--- src/rtl/display_pkg.sv ---
// Shared types, constants and the hex-to-7-segment map for the display scan controller.
package display_pkg;

  // Scan phase: all-off dead time, then one digit lit.
  typedef enum logic {
    DEAD = 1'b0,
    SHOW = 1'b1
  } scan_state_t;

  // Active-low segment pattern with every segment off.
  localparam logic [6:0] SEG_BLANK = 7'h7F;

  // Active-low {g,f,e,d,c,b,a} pattern for one hex nibble.
  function automatic logic [6:0] hex7_f(input logic [3:0] nib);
    logic [6:0] on;
    case (nib)
      4'h0: on = 7'h3F;
      4'h1: on = 7'h06;
      4'h2: on = 7'h5B;
      4'h3: on = 7'h4F;
      4'h4: on = 7'h66;
      4'h5: on = 7'h6D;
      4'h6: on = 7'h7D;
      4'h7: on = 7'h07;
      4'h8: on = 7'h7F;
      4'h9: on = 7'h6F;
      4'hA: on = 7'h77;
      4'hB: on = 7'h7C;
      4'hC: on = 7'h39;
      4'hD: on = 7'h5E;
      4'hE: on = 7'h79;
      default: on = 7'h71;
    endcase
    return ~on;
  endfunction

endpackage

--- src/rtl/display_scan_ctrl_decoder7.sv ---
// Combinational hex nibble to active-low 7-segment decoder.
module decoder7
  import display_pkg::*;
(
  input  logic [3:0] In,
  output logic [6:0] Out
);

  // Pure table lookup, shared by all digits of the scan.
  always_comb begin
    Out = hex7_f(In);
  end

endmodule

--- src/rtl/display_scan_ctrl.sv ---
// Time-multiplexed scan controller for N common-anode hex digits with
// frame-synchronous double buffering and dead time between digits.
module display_scan_ctrl
  import display_pkg::*;
#(
  parameter int N_DIGITS    = 4,
  parameter int SHOW_CYCLES = 1000,
  parameter int DEAD_CYCLES = 16
) (
  input  logic                  Clk,
  input  logic                  Rst_n,
  input  logic                  Load,
  output logic                  Ready,
  input  logic [4*N_DIGITS-1:0] Data,
  input  logic [N_DIGITS-1:0]   Blank,
  output logic [6:0]            Seg,
  output logic [N_DIGITS-1:0]   Dig_en
);

  localparam int IW   = $clog2(N_DIGITS);
  localparam int CMAX = (SHOW_CYCLES > DEAD_CYCLES) ? SHOW_CYCLES : DEAD_CYCLES;
  // Keep the counter at least one bit wide when both phases are one cycle.
  localparam int CW   = (CMAX > 1) ? $clog2(CMAX) : 1;

  localparam logic [CW-1:0] DEAD_LAST = CW'(DEAD_CYCLES - 1);
  localparam logic [CW-1:0] SHOW_LAST = CW'(SHOW_CYCLES - 1);
  localparam logic [IW-1:0] IDX_LAST  = IW'(N_DIGITS - 1);

  scan_state_t           state, state_nxt;
  logic [CW-1:0]         cnt, cnt_nxt;
  logic [IW-1:0]         idx, idx_nxt;
  logic                  frame_end;

  logic [4*N_DIGITS-1:0] pend_data, act_data;
  logic [N_DIGITS-1:0]   pend_blank, act_blank;
  logic                  pend_v, pend_v_nxt;
  logic                  accept;

  logic [3:0]            nib;
  logic [6:0]            dec_seg;
  logic [6:0]            seg_nxt;
  logic [N_DIGITS-1:0]   dig_nxt;

  assign accept = Load & Ready;
  assign nib    = act_data[{idx, 2'b00} +: 4];

  decoder7 u_dec (
    .In  (nib),
    .Out (dec_seg)
  );

  // Phase/digit sequencing register.
  always_ff @(posedge Clk or negedge Rst_n) begin
    if (!Rst_n) begin
      state <= DEAD;
      cnt   <= '0;
      idx   <= '0;
    end else begin
      state <= state_nxt;
      cnt   <= cnt_nxt;
      idx   <= idx_nxt;
    end
  end

  // Next phase, digit advance and frame-boundary detection.
  always_comb begin
    state_nxt = state;
    cnt_nxt   = cnt + 1'b1;
    idx_nxt   = idx;
    frame_end = 1'b0;
    case (state)
      DEAD: begin
        if (cnt == DEAD_LAST) begin
          state_nxt = SHOW;
          cnt_nxt   = '0;
        end
      end
      SHOW: begin
        if (cnt == SHOW_LAST) begin
          state_nxt = DEAD;
          cnt_nxt   = '0;
          if (idx == IDX_LAST) begin
            idx_nxt   = '0;
            frame_end = 1'b1;
          end else begin
            idx_nxt = idx + 1'b1;
          end
        end
      end
      default: begin
        state_nxt = DEAD;
        cnt_nxt   = '0;
      end
    endcase
  end

  // Output drive for the coming cycle; idx is unchanged whenever the next phase is SHOW,
  // and the active buffer only changes on a SHOW->DEAD edge, so current values are safe.
  always_comb begin
    seg_nxt = SEG_BLANK;
    dig_nxt = '1;
    if (state_nxt == SHOW && !act_blank[idx]) begin
      seg_nxt      = dec_seg;
      dig_nxt[idx] = 1'b0;
    end
  end

  // Pending flag: set on accept, cleared when the frame boundary consumes it.
  // Accept needs pend_v low, so the two cannot collide on one edge.
  always_comb begin
    pend_v_nxt = pend_v;
    if (accept) begin
      pend_v_nxt = 1'b1;
    end else if (frame_end && pend_v) begin
      pend_v_nxt = 1'b0;
    end
  end

  // Double buffer, handshake and registered display outputs.
  always_ff @(posedge Clk or negedge Rst_n) begin
    if (!Rst_n) begin
      pend_data  <= '0;
      pend_blank <= '1;
      pend_v     <= 1'b0;
      act_data   <= '0;
      act_blank  <= '1;
      Ready      <= 1'b1;
      Seg        <= SEG_BLANK;
      Dig_en     <= '1;
    end else begin
      if (accept) begin
        pend_data  <= Data;
        pend_blank <= Blank;
      end
      if (frame_end && pend_v) begin
        act_data  <= pend_data;
        act_blank <= pend_blank;
      end
      pend_v <= pend_v_nxt;
      Ready  <= !pend_v_nxt;
      Seg    <= seg_nxt;
      Dig_en <= dig_nxt;
    end
  end

endmodule

--- config.mk ---
export PLATFORM = sky130hd
export DESIGN_NAME = display_scan_ctrl
export DESIGN_NICKNAME = d
export VERILOG_FILES = /design/src/rtl/display_pkg.sv /design/src/rtl/display_scan_ctrl_decoder7.sv /design/src/rtl/display_scan_ctrl.sv
export SDC_FILE = /design/constraint.sdc
export NUM_CORES = 1
export LEC_CHECK = 0
export ABC_AREA = 1
export ABC_CLOCK_PERIOD_IN_PS = 1840
export CAP_MARGIN = 5
export CORE_ASPECT_RATIO = 0.7
export CORE_MARGIN = 5
export CORE_UTILIZATION = 40
export CTS_BUF_LIST = sky130_fd_sc_hd__clkbuf_4
export CTS_CLUSTER_DIAMETER = 60
export DETAILED_ROUTE_END_ITERATION = 8
export PLACE_DENSITY = 0.71
export SYNTH_ARGS = -nofsm -noshare
export SYNTH_HDL_FRONTEND = slang
export SYNTH_SLANG_ARGS = --single-unit
export TNS_END_PERCENT = 30
--- constraint.sdc ---
create_clock -name Clk -period 1.84 [get_ports Clk]
set_input_delay 0.368 -clock Clk [delete_from_list [all_inputs] [get_ports Clk]]
set_output_delay 0.368 -clock Clk [all_outputs]
set_load 0.02 [all_outputs]
==> flow_results.xml <==
<?xml version="1.0" encoding="UTF-8"?>
<metrics>
  <group name="run_status">
    <metric name="outcome" unit="">finished clean</metric>
  </group>
  <group name="synth">
    <metric name="synthesis.area" unit="sq um">3180</metric>
    <metric name="yosysSeqAreaShare" unit="">0.528</metric>
    <metric name="synth.area.top_cells" unit="">dfrtp_1 (36%), dfstp_2 (17%), nand2_1 (12%)</metric>
    <metric name="synth_nets" unit="">374</metric>
    <metric name="synth.ff_latch_count" unit="">66</metric>
    <metric name="synth.lib_cells_used.distinct" unit="">25</metric>
    <metric name="synth_top_area_share" unit="">0.362</metric>
    <metric name="syn_area_per_cell" unit="sq um">9.34</metric>
    <metric name="ys_warn_count" unit="">0</metric>
    <metric name="synth.largest_area_cell" unit="">dfrtp_1</metric>
    <metric name="synthCells" unit="">340</metric>
  </group>
  <group name="critical_path">
    <metric name="critPathMaxStageDelay" unit="ns">0.39</metric>
    <metric name="critical_path.max_fanout" unit="">20</metric>
    <metric name="path_common_cell" unit="">nand2_1</metric>
    <metric name="critPathArrivalTime" unit="ns">1.97</metric>
    <metric name="crit_path_top_delay_cell" unit="">dfrtp_1</metric>
    <metric name="start_kind" unit="">flip-flop</metric>
    <metric name="required" unit="ns">2.15</metric>
    <metric name="crit_path_kind" unit="">reg2reg</metric>
    <metric name="crit_path_end_kind" unit="">flip-flop</metric>
    <metric name="reg2reg_setup_slack" unit="ns">0.17</metric>
    <metric name="ordered_cell_list_for_the_critical_path" unit="">ha_1 -&gt; nand2_1 -&gt; inv_1 -&gt; nand3_4 -&gt; nor2_8 -&gt; nand3_4 -&gt; nand2_1 -&gt; nand2_1</metric>
  </group>
  <group name="sta">
    <metric name="max_slew.worst_pin.slew" unit="ns">0.358</metric>
    <metric name="fin_crit" unit="ns">1.67</metric>
    <metric name="setup_viol" unit="">0</metric>
    <metric name="post-route-period-util" unit="">0.907</metric>
    <metric name="max_slew_margin" unit="">0.761</metric>
    <metric name="final.setup.tns" unit="ns">0</metric>
    <metric name="drv_slew" unit="">0</metric>
    <metric name="hold_viol" unit="">0</metric>
    <metric name="setup_repair_after_global_routing_missed_its_margin" unit="">yes</metric>
    <metric name="max_freq" unit="GHz">0.599</metric>
    <metric name="skew" unit="ns">0.0164</metric>
  </group>
  <group name="global_route">
    <metric name="groute.layer.met3.usage" unit="">0.0706</metric>
    <metric name="antenna_found_initial" unit="">0</metric>
    <metric name="gr-max-usage-layer" unit="">met1</metric>
    <metric name="groute.layer.met2.usage" unit="">0.197</metric>
    <metric name="grt_pass1_wl" unit="mm">11.3</metric>
    <metric name="globalRouteTotalUtil" unit="">0.146</metric>
    <metric name="first_global_vias" unit="">2345</metric>
    <metric name="overflow" unit="">0</metric>
    <metric name="global_route_met1_usage" unit="">0.213</metric>
    <metric name="grt_max_degree" unit="">67</metric>
  </group>
  <group name="floorplanning">
    <metric name="boundaryPins" unit="">35</metric>
    <metric name="floorplan.die.width" unit="microns">117</metric>
    <metric name="fp.dieArea" unit="sq um">9850</metric>
    <metric name="dieHeight" unit="microns">84.6</metric>
    <metric name="initial_utilization" unit="">0.407</metric>
    <metric name="std_cell_rows" unit="">27</metric>
    <metric name="fp.coreArea" unit="sq um">7800</metric>
  </group>
  <group name="cells_and_area">
    <metric name="synthToLayoutAreaGrowth" unit="%">19.3</metric>
    <metric name="drive_above_1_share" unit="">0.189</metric>
    <metric name="fill_cells" unit="">721</metric>
    <metric name="layout.cells.most_common" unit="">nand2_1</metric>
    <metric name="design.final.nets" unit="">415</metric>
    <metric name="mostFrequentLayoutCells" unit="">nand2_1 (100), dfrtp_1 (45), nor2_1 (30), nand3_1 (26), nand4_1 (24)</metric>
    <metric name="insertedDiodeCount" unit="">0</metric>
    <metric name="post-route-cell-area" unit="sq um">3790</metric>
  </group>
  <group name="power">
    <metric name="power.share.switching" unit="">0.203</metric>
    <metric name="seq_power_share" unit="">0.560</metric>
    <metric name="intPower" unit="W">0.00207</metric>
    <metric name="power_frac_clock" unit="">0.410</metric>
    <metric name="p_comb_frac" unit="">0.030</metric>
    <metric name="p_leak" unit="nW">1.95</metric>
    <metric name="pwr_density_cell" unit="nW/um^2">685</metric>
    <metric name="power.switching" unit="W">0.000527</metric>
    <metric name="ir_worst_vdd" unit="uV">501</metric>
  </group>
  <group name="drt">
    <metric name="drt_drc_violations_left" unit="">0</metric>
    <metric name="drt.antenna.violating_nets" unit="">0</metric>
    <metric name="dr.first_iter.drc_count" unit="">109</metric>
    <metric name="routed_wl" unit="mm">6.48</metric>
    <metric name="routed_length_per_instance" unit="microns">13.3</metric>
    <metric name="drt-pass1-iter-count" unit="">5</metric>
    <metric name="vias_per_cell" unit="">4.92</metric>
    <metric name="vias" unit="">2395</metric>
  </group>
  <group name="cts">
    <metric name="clock-root-buffer" unit="">clkbuf_4</metric>
    <metric name="number_of_h_tree_branching_levels" unit="">3</metric>
    <metric name="clock_insertion_delay_worst_skew" unit="ns">0.42</metric>
    <metric name="tritoncts" unit="">done</metric>
    <metric name="cts.sink_count" unit="">66</metric>
    <metric name="clkSlewWorstSetupHoldPaths" unit="ns">0.11</metric>
    <metric name="worst_case_clock_buffer_depth" unit="">2</metric>
    <metric name="cts_made_buffers" unit="">9</metric>
  </group>
  <group name="placement">
    <metric name="portBuffers" unit="">34</metric>
    <metric name="gpl.final_weighted_congestion" unit="">0.872</metric>
    <metric name="post-dp-hpwl" unit="mm">4.71</metric>
    <metric name="placed_area" unit="sq um">3640</metric>
  </group>
  <group name="run">
    <metric name="maxCapViolations" unit="">0</metric>
  </group>
  <group name="min_path">
    <metric name="min-delay-path-class" unit="">in2async</metric>
  </group>
</metrics>
power by group through the flow:
stage	Combinational, W	Clock [W]	Sequential, W
CTS	0.0000819	0.00110	0.00145
finish	0.0000787	0.00106	0.00145
global route	0.0000897	0.00117	0.00145
floorplan	0.000000478	0	0.00148
global placement	0.0000802	0	0.00148
detailed placement	0.0000803	0	0.00148
path summary, 6_finish.rpt:
kind                         startpoint             to  cells past startpoint
setup / recovery                 cnt[0]    act_data[5]                      8
max in group asynchronous         Rst_n      Dig_en[2]                      3
hold / removal                    Rst_n  pend_data[13]                      3
hold reg to reg            act_blank[0]   act_blank[0]                      2
setup reg to reg                 cnt[0]    act_data[5]                      8
min in group Clk           act_blank[0]   act_blank[0]                      2
cell usage after synthesis, drive strengths merged:
library cell and n:
nand2 102, dfrtp 46, nor2 33, nand3 28
nand4 24, inv 22, dfstp 20, mux2 20
o21ai 12, ha 11, buf 9, clkbuf 4
nor3 3, a21oi 2, xor2 2, a31oi 1
nand3b 1
what timing repair did:
| action | in CTS | in global routing |
|---|---|---|
| cloned | 0 | 0 |
| setup buffers | 0 | 0 |
| hold buffers | 1 | 0 |
| endpoints found under the hold margin | 46 | 0 |
| setup endpoints to repair | 12 | 7 |
| gates resized for setup | 12 | 3 |
worst max-delay path, delay by kind of cell, from the launching register on:
kind / cells / cell delay, ns
and+or+nand+nor: 6 / 0.87
DFF: 1 / 0.39
adders and majority gates: 1 / 0.18
buffers and inverters: 1 / 0.15
cell type report:
cell class	count	area (sq um)	share of cell area
inverters	22	82.6	0.0218
well taps	101	126	0.0334
flip-flops and latches	66	1680	0.443
multi-input cells	239	1330	0.352
repair buffers	43	415	0.110
clock inverters	5	71.3	0.0188
clock buffers	11	82.6	0.0218
routing by layer:
metal / part of all wire / wire [microns]
met1: 0.50 / 3270
met4: 0.0074 / 48
met5: 0 / 0
met3: 0.073 / 470
met2: 0.42 / 2690
sequential cells by signal (all words and copies together) (netlist names):
| name | cells |
|---|---|
| pend_v | 1 |
| Seg | 7 |
| cnt | 10 |
| idx | 2 |
| pend_data | 16 |
| act_blank | 4 |
| state | 1 |
| Ready | 1 |
| Dig_en | 4 |
| pend_blank | 4 |
| act_data | 16 |
per-stage QoR:
stage | hold slack [ns] | std cells | total power (W) | worst slack (ns) | utilization
after floorplan | 0.0724 | 340 | 0.00148 | 0.239 | -
after global placement | 0.405 | 470 | 0.00156 | 0.224 | 0.466
after detailed placement | 0.416 | 470 | 0.00156 | 0.159 | 0.466
after CTS | 0.473 | 487 | 0.00263 | 0.114 | 0.485
after global routing | 0.500 | 487 | 0.00271 | -0.00201 | 0.485
final | 0.466 | 487 | 0.00259 | 0.171 | 0.485
cells by family after synthesis:
| kind of cell | count (synthesis) | synth area share |
|---|---|---|
| buffers and inverters | 35 | 0.0536 |
| AO/OA/AOI/OAI | 15 | 0.0240 |
| multiplexers | 20 | 0.0709 |
| flip-flops | 66 | 0.528 |
| XOR/XNOR | 2 | 0.00551 |
| AND/OR/NAND/NOR | 191 | 0.275 |
| adder cells (fa/ha/maj) | 11 | 0.0433 |
Note: power is estimated with default switching activity, not from simulation.
